<file path="src/rtl/pixel_plot_writer.sv">
// Rasterizer pixel sink: clips, buffers and writes pixels to a framebuffer port as y*SCR_W+x.
// Optional PLOT_DEDUP_EN drops an in-screen pixel repeating the previous accepted in-screen (x,y).
module pixel_plot_writer #(
  parameter int unsigned SCR_W      = 200,
  parameter int unsigned SCR_H      = 120,
  parameter int unsigned ADDR_W     = 15,
  parameter int unsigned COLOR_W    = 8,
  parameter int unsigned FIFO_DEPTH = 4
) (
  input  logic               clk,
  input  logic               reset,
  input  logic               pix_valid,
  output logic               pix_ready,
  input  logic signed [8:0]  pix_x,
  input  logic signed [7:0]  pix_y,
  input  logic [COLOR_W-1:0] pix_color,
  input  logic               gen_done,
  output logic               fb_we,
  output logic [ADDR_W-1:0]  fb_addr,
  output logic [COLOR_W-1:0] fb_wdata,
  input  logic               fb_ack,
  output logic [15:0]        clip_cnt,
  output logic               plot_done,
  output logic               busy
);

  localparam int unsigned PtrW = $clog2(FIFO_DEPTH);

  typedef enum logic [1:0] {StIdle, StWrite, StDone} state_e;

  state_e state_q, state_d;

  logic [PtrW:0]        wr_ptr_q, rd_ptr_q;
  logic [8:0]           mem_x [FIFO_DEPTH];
  logic [7:0]           mem_y [FIFO_DEPTH];
  logic [COLOR_W-1:0]   mem_c [FIFO_DEPTH];
  logic                 fifo_full, fifo_empty;
  logic                 accept, on_screen, dup, push, pop;
  logic                 new_frame;
  int                   x_s, y_s;
  logic [ADDR_W-1:0]    head_addr;
  logic                 fb_we_d;
  logic [ADDR_W-1:0]    fb_addr_d;
  logic [COLOR_W-1:0]   fb_wdata_d;

  assign fifo_empty = (wr_ptr_q == rd_ptr_q);
  assign fifo_full  = (wr_ptr_q[PtrW] != rd_ptr_q[PtrW]) &&
                      (wr_ptr_q[PtrW-1:0] == rd_ptr_q[PtrW-1:0]);

  assign pix_ready = !fifo_full && (state_q != StDone);
  assign accept    = pix_valid && pix_ready;

  assign x_s       = int'(pix_x);
  assign y_s       = int'(pix_y);
  assign on_screen = (x_s >= 0) && (x_s < int'(SCR_W)) && (y_s >= 0) && (y_s < int'(SCR_H));
  assign push      = accept && on_screen && !dup;

  assign new_frame = (state_q == StDone) && !gen_done;

`ifdef PLOT_DEDUP_EN
  logic       last_valid_q;
  logic [8:0] last_x_q;
  logic [7:0] last_y_q;

  assign dup = last_valid_q && (last_x_q == pix_x) && (last_y_q == pix_y);

  always_ff @(posedge clk or posedge reset) begin
    if (reset) begin
      last_valid_q <= 1'b0;
      last_x_q     <= '0;
      last_y_q     <= '0;
    end else if (new_frame) begin
      last_valid_q <= 1'b0;
    end else if (accept && on_screen) begin
      last_valid_q <= 1'b1;
      last_x_q     <= pix_x;
      last_y_q     <= pix_y;
    end
  end
`else
  assign dup = 1'b0;
`endif

  // Coordinates are non-negative once stored, so the unsigned widening is exact.
  assign head_addr = ADDR_W'(mem_y[rd_ptr_q[PtrW-1:0]]) * ADDR_W'(SCR_W)
                   + ADDR_W'(mem_x[rd_ptr_q[PtrW-1:0]]);

  always_ff @(posedge clk) begin
    if (push) begin
      mem_x[wr_ptr_q[PtrW-1:0]] <= pix_x;
      mem_y[wr_ptr_q[PtrW-1:0]] <= pix_y;
      mem_c[wr_ptr_q[PtrW-1:0]] <= pix_color;
    end
  end

  always_comb begin
    state_d    = state_q;
    pop        = 1'b0;
    fb_we_d    = fb_we;
    fb_addr_d  = fb_addr;
    fb_wdata_d = fb_wdata;
    case (state_q)
      StIdle: begin
        if (!fifo_empty) begin
          pop        = 1'b1;
          fb_we_d    = 1'b1;
          fb_addr_d  = head_addr;
          fb_wdata_d = mem_c[rd_ptr_q[PtrW-1:0]];
          state_d    = StWrite;
        end else if (gen_done && !pix_valid) begin
          state_d = StDone;
        end
      end
      StWrite: begin
        if (fb_ack) begin
          if (!fifo_empty) begin
            pop        = 1'b1;
            fb_addr_d  = head_addr;
            fb_wdata_d = mem_c[rd_ptr_q[PtrW-1:0]];
          end else begin
            fb_we_d = 1'b0;
            state_d = StIdle;
          end
        end
      end
      StDone: begin
        if (!gen_done) state_d = StIdle;
      end
      default: state_d = StIdle;
    endcase
  end

  always_ff @(posedge clk or posedge reset) begin
    if (reset) begin
      state_q  <= StIdle;
      wr_ptr_q <= '0;
      rd_ptr_q <= '0;
      fb_we    <= 1'b0;
      fb_addr  <= '0;
      fb_wdata <= '0;
      clip_cnt <= '0;
    end else begin
      state_q  <= state_d;
      fb_we    <= fb_we_d;
      fb_addr  <= fb_addr_d;
      fb_wdata <= fb_wdata_d;
      if (push) wr_ptr_q <= wr_ptr_q + 1'b1;
      if (pop)  rd_ptr_q <= rd_ptr_q + 1'b1;
      if (new_frame) begin
        clip_cnt <= '0;
      end else if (accept && !on_screen && (clip_cnt != 16'hFFFF)) begin
        clip_cnt <= clip_cnt + 16'd1;
      end
    end
  end

  assign plot_done = (state_q == StDone);
  assign busy      = !fifo_empty || fb_we;

endmodule
</file>
<file path="config.mk">
export PLATFORM = sky130hd
export DESIGN_NAME = pixel_plot_writer
export DESIGN_NICKNAME = d
export VERILOG_FILES = /design/src/rtl/pixel_plot_writer.sv
export SDC_FILE = /design/constraint.sdc
export NUM_CORES = 1
export LEC_CHECK = 0
export BUFFER_PORTS_ARGS = -buffer_cell sky130_fd_sc_hd__buf_2
export CAP_MARGIN = 10
export CELL_PAD_IN_SITES_DETAIL_PLACEMENT = 1
export CELL_PAD_IN_SITES_GLOBAL_PLACEMENT = 1
export CORE_MARGIN = 10
export CORE_UTILIZATION = 50
export DETAILED_ROUTE_END_ITERATION = 10
export GPL_TIMING_DRIVEN = 1
export PLACE_DENSITY_LB_ADDON = 0.05
export SYNTH_ARGS = -nofsm -noshare
export SYNTH_HDL_FRONTEND = slang
export SYNTH_SLANG_ARGS = --single-unit
</file>
<file path="constraint.sdc">
create_clock -name clk -period 7.6 [get_ports clk]
set_input_delay 0.38 -clock clk [delete_from_list [all_inputs] [get_ports clk]]
set_output_delay 0.38 -clock clk [all_outputs]
set_load 0.03 [all_outputs]
</file>
Word-level counts from Yosys, hierarchy flattened
Memory sizes are Yosys's and may differ from the RTL's.
Cells that the tools add are included.
{"block": "totals", "word_cells": 77, "latchBits": 0, "mem_bits_ro": 0, "input_bits": 30, "register_bits": 48, "memories": 3, "ramBits": 100}
{"memory": "mem_x", "depth": 4, "width": 9, "rd": 1, "rd_clocked_by_memory_dff": 0, "write_ports": 1, "line_no": "34", "rtl": "logic [8:0] mem_x [FIFO_DEPTH];"}
{"memory": "mem_c", "depth": 4, "width": 8, "rd": 1, "rd_clocked_by_memory_dff": 0, "write_ports": 1, "line_no": "36", "rtl": "logic [COLOR_W-1:0] mem_c [FIFO_DEPTH];"}
{"memory": "mem_y", "depth": 4, "width": 8, "rd": 1, "rd_clocked_by_memory_dff": 0, "write_ports": 1, "line_no": "35", "rtl": "logic [7:0] mem_y [FIFO_DEPTH];"}
{"block": "classes", "n_mul": 1, "reduce_logical": 23, "div_mod_pow": 0, "add_sub_neg": 4, "bitwise": 0, "order_cmp": 4, "n_mux": 23, "eq_ne": 12, "shifts": 0}
{"op": "2-to-1 mux 16 bit", "n": 2}
{"op": "2-to-1 mux 15 bit", "n": 2}
{"op": "one-hot mux 15 bit (2 select lines)", "n": 1}
{"op": "adder 16 x 1 -> 16 bit, second input constant", "n": 1}
{"op": "2-to-1 mux 8 bit", "n": 2}
{"op": "inequality test 16 bit, second input constant", "n": 1}
{"op": "one-hot mux 8 bit (2 select lines)", "n": 1}
{"op": "adder 15 x 9 -> 15 bit", "n": 1}
{"op": "multiplier 8 x 5 -> 12 bit, second input constant", "n": 1}
{"op": "logical AND 1 bit", "n": 11}
{"op": "2-to-1 mux 2 bit", "n": 5}
{"op": "inequality test 2 bit, second input constant", "n": 5}
{"op": "greater-or-equal comparator 9 x 1 -> 1 bit, second input constant", "n": 1}
{"op": "less-than comparator 9 bit, second input constant", "n": 1}
{"op": "greater-or-equal comparator 8 x 1 -> 1 bit, second input constant", "n": 1}
{"op": "less-than comparator 8 bit, second input constant", "n": 1}
{"op": "AND reduction 4 bit", "n": 2}
{"op": "2-to-1 mux 1 bit", "n": 7}
{"op": "adder 3 x 1 -> 3 bit, second input constant", "n": 2}
{"op": "one-hot mux 2 bit (3 select lines)", "n": 1}
{"op": "zero test 1 bit", "n": 5}
{"op": "one-hot mux 1 bit (2 select lines)", "n": 2}
{"op": "nonzero test 2 bit", "n": 2}
{"op": "== test 3 bit", "n": 1}
{"op": "other kinds (8)", "n": 8}

Logic depth before layout (Yosys ltp)
{"block": "logic_depth", "depth_word": 9, "mapped_depth": 16, "mapped_depth_nobuf": 14}

Worst setup path after synthesis
OpenSTA, ideal clock, no wires.
{"block": "synth_path", "path_kind": "reg-to-reg", "startpoint": "register rd_ptr_q[0]", "endpoint": "register fb_addr[14]", "arrival_time_ns": 4.588, "synth_period_minus_slack_ns": 4.664, "path_buffers": 2, "path_stages_with_launch": 15, "slack_ns": 2.936, "path_cell_list": "dfrtp_1 buf_6 buf_1 mux4_2 ha_1 ha_1 fa_1 ha_1 or2_1 and3_1 o31ai_1 nand4_1 nor3b_1 xnor3_1 o21ai_1"}
{"block": "synth_between", "elab_chain_len": 6, "elab_cells_between_ends": 8, "cone_classes": "1 x add/sub; 1 x mul; 1 x eq/ne; 3 x mux; 2 x memory"}
{"item": "start: declaration", "line_no": "33", "rtl": "logic [PtrW:0] wr_ptr_q, rd_ptr_q;"}
{"item": "start signal: assignment", "line_no": "148", "rtl": "if (pop) rd_ptr_q <= rd_ptr_q + 1'b1;"}
{"item": "memory read (4 x 8 bit)"}
{"item": "multiplier 8 x 5 -> 12 bit", "line_no": "85", "rtl": "assign head_addr = ADDR_W'(mem_y[rd_ptr_q[PtrW-1:0]]) * ADDR_W'(SCR_W)"}
{"item": "adder 15 x 9 -> 15 bit", "line_no": "86", "rtl": "+ ADDR_W'(mem_x[rd_ptr_q[PtrW-1:0]]);"}
{"item": "2-to-1 mux 15 bit *", "line_no": "104, 116"}
{"item": "2-to-1 mux 15 bit", "line_no": "115", "rtl": "if (fb_ack) begin"}
{"item": "one-hot mux 15 bit (2 select lines) *", "line_no": "102", "rtl": "case (state_q)"}
{"item": "end signal: assignment", "line_no": "145", "rtl": "fb_addr <= fb_addr_d;"}
{"item": "end: declaration", "line_no": "19", "rtl": "output logic [ADDR_W-1:0] fb_addr,"}
Every way passes the cells marked *; elsewhere a longest branch is shown, timed or not. The select of a mux whose other input is x is not followed.
A chain may end at the register's enable or synchronous reset.

Worst setup path after layout
Same ends and word-level chain as after synthesis.

==> reports/metrics.cfg <==
[clock_network]
clkTransAtPathRegs_ns=0.06
numCtsBuffers=17
cts.repair.resized=0
cts_tree=done
htreeDepth=4
worstSkewPairLatency_ns=0.43
clockBufferDepth=2
root_buffer=clkbuf_16
clkSinkCount=148
hold_buffers=0
cts_setup_buffers=0

[timing]
timing.final.ws_setup_ns=2.958
finalClockSkew_ns=0.01066
slew_headroom_pct=22.83
slew_violations=0
max_freq_ghz=0.2154
fin_setup_tns_ns=0
hold_viol=0
worst_slew_pin_slew_ns=1.155
period_share_pct=61.09
rsz0062_at_grt=no
setup_viol=0
period_minus_slack_ns=4.643

[routing]
drt_first_pass_iters=4
drc=0
ant_nets=0
wire_per_inst_um=20.11
vias=4084
drt_wl_total_um=15080
vias_per_cell=5.445
drt-initial-drc-count=210

[placed_design]
gp_congestion=0.8070
dp_cells=718
place_ws_ns=2.971
post-dp-hpwl_um=10440
place_area_um2=7355
portBuffers=72

[worst_setup_path]
critPathTopFamily=adder cells
crit_fanout=24
cp_common_cell=ha_1
worstReg2RegStart=rd_ptr_q[0]
required_ns=7.95
max_stage_delay_ns=0.62
worst_path_max_delay_cell=mux4_2
cp.arrival_ns=4.99
cp.buffers_inverters=1
crit_type=reg -> reg
cp-end-kind=register
critPathLaunchType=register
path_cells=buf_4 -> mux4_2 -> ha_1 -> ha_1 -> fa_1 -> ha_1 -> or2_1 -> and3_1 -> o31ai_1 -> nand4_1 -> nor3b_1 -> xnor3_1 -> o21ai_1
critPathLaunch=rd_ptr_q[0]

[cells_and_area]
nets=633
instances_no_fill=750
nFillCells=1276
diodes=0
drive_gt1_share_pct=24.56
stdcell_area_um2=7964
area_growth_pct=17.61

[grt]
antenna_found_initial=0
grt_pass1_vias=4481
grt_max_degree=49
grt_overflow=0
grt_first_pass_wirelength_um=24410
grt_use_total_pct=17.35

[hold_path]
hold_class=in -> async

[flow_run]
cap_viol_max_count=0

[floorplanning]
io_pins=73
die_width_um=136.4
fp.dieH_um=136.4
die-area_um2=18600
initial_core_util_pct=51.13
rows=42
design.core.area_um2=13240

[synthesis]
yosysWarningCount=0
netlist.area_leader.share_pct=44.35
synth_top_cell_by_area=edfxtp_1
synth_fp_nets=547
synth_top_cells_by_area=edfxtp_1 (44%), dfrtp_1 (18%), mux4_2 (7.3%)
synth-seq-cells=148
avgSynthCellArea_um2=14.26
ys_seq_area_share_pct=62.08
async_reset_ff_share_pct=32.43
syn_inst=475
yosysUniqueCellTypes=50
yosys_most_used_dff=edfxtp_1
synth_edf_count=100
syn_area_um2=6771

[status]
status=finished, final reports clean

## worst paths after layout
kind	depth (start not counted)	slack, ns	endpoint
worst max-delay path	13	2.96	fb_addr[14]
worst min-delay path	3	0.14	clip_cnt[6]
worst max register to register	13	2.96	fb_addr[14]
worst min register to register	2	0.47	fb_wdata[7]
max in group asynchronous	3	7.00	rd_ptr_q[0]
min in group clk	1	0.16	mem_x[0][0]
## sequential cells by signal, summed over array words and instances, names as in the netlist, 3 cells and up
register	flops
mem_y	32
fb_addr	15
mem_x	36
clip_cnt	16
rd_ptr_q	3
fb_wdata	8
mem_c	32
wr_ptr_q	3
## synth_stat cells, types with 2 or more instances
| master | number |
|---|---|
| a21boi_0 | 2 |
| a211oi_1 | 2 |
| and2_1 | 4 |
| mux4_1 | 3 |
| nor3_1 | 3 |
| a21oi_1 | 10 |
| mux4_2 | 22 |
| and3_1 | 3 |
| nand3_1 | 9 |
| nor2b_1 | 5 |
| nor3b_1 | 3 |
| a211o_1 | 2 |
| inv_1 | 25 |
| dfrtp_1 | 48 |
| xnor2_1 | 16 |
| buf_2 | 2 |
| o21ai_0 | 17 |
| nor2_1 | 28 |
| ha_1 | 38 |
| clkbuf_1 | 7 |
| buf_1 | 3 |
| nor3_2 | 3 |
| o31ai_1 | 3 |
| nor4_1 | 3 |
| nand2b_1 | 3 |
| fa_1 | 4 |
| nand2_1 | 65 |
| xor2_1 | 14 |
| or3_1 | 5 |
| edfxtp_1 | 100 |
| nand4_1 | 4 |
## layout make-up
type	instances	area, µm²	share of cell area [%]
Timing Repair Buffer	81	427.9	5.373
Inverter	25	93.84	1.178
Clock buffer	22	464.2	5.829
Tap cell	176	220.2	2.765
Clock inverter	10	145.1	1.822
Multi-Input combinational cell	288	2407	30.23
Sequential cell	148	4205	52.80
## placed cells by master, fill, tap and decap left out, drive strengths merged, types with 2 or more instances in the layout
cell type and instances:
and3 3, clkbuf 22, and2 4, clkinv 2, nor4 3, a211o 2, nand4 4, edfxtp 100
a211oi 3, clkinvlp 2, a21boi 2, nand3 10, or3 5, bufinv 3, dfrtp 48, nor2b 5
nor3b 3, o31ai 3, inv 28, xnor2 17, nand2b 3, xor2 14, buf 81, mux4 25
fa 4, a21oi 10, ha 38, nor3 6, nor2 28, nand2 65, o21ai 18
## per-layer routing
layer | vias up | share of wire (%) | track usage [%]
li1 | 1903 | - | -
met1 | 2063 | 41 | 20.34
met2 | 98 | 51 | 29.16
met3 | 20 | 6.0 | 5.240
met4 | 0 | 2.0 | 7.101
met5 | - | 0 | 0
## logic make-up (layout without fill, tap and decap cells)
family	after synthesis	after routing	synth area share (%)
compound gates	46	46	4.490
xor+xnor	32	32	4.453
fa+ha+maj	42	42	8.204
buf+inv	39	138	2.365
flops	148	148	62.08
mux	26	26	8.629
simple gates	142	142	9.775
## metrics by stage
| stage | hold slack (ns) | util (%) |
|---|---|---|
| 6_report | 0.1403 | 60.14 |
| 3_3_place_gp | 0.4526 | 55.54 |
| 5_1_grt | 0.1608 | 60.14 |
| 3_5_place_dp | 0.4573 | 55.54 |
| 2_1_floorplan | 0.4459 | - |
| 4_1_cts | 0.1471 | 60.14 |
## worst reg2reg max path, delay by kind of cell (launching register included)
kind | cells | cell delay (ns)
adder cells (fa/ha/maj) | 4 | 1.19
XOR/XNOR | 1 | 0.45
multiplexers | 1 | 0.63
AO/OA/AOI/OAI | 2 | 0.50
buffers and inverters | 1 | 0.46
AND/OR/NAND/NOR | 4 | 0.90
flip-flops | 1 | 0.44
Power is not shown: default switching activity piles up to over one toggle a cycle in this logic, so the estimate is an artifact.
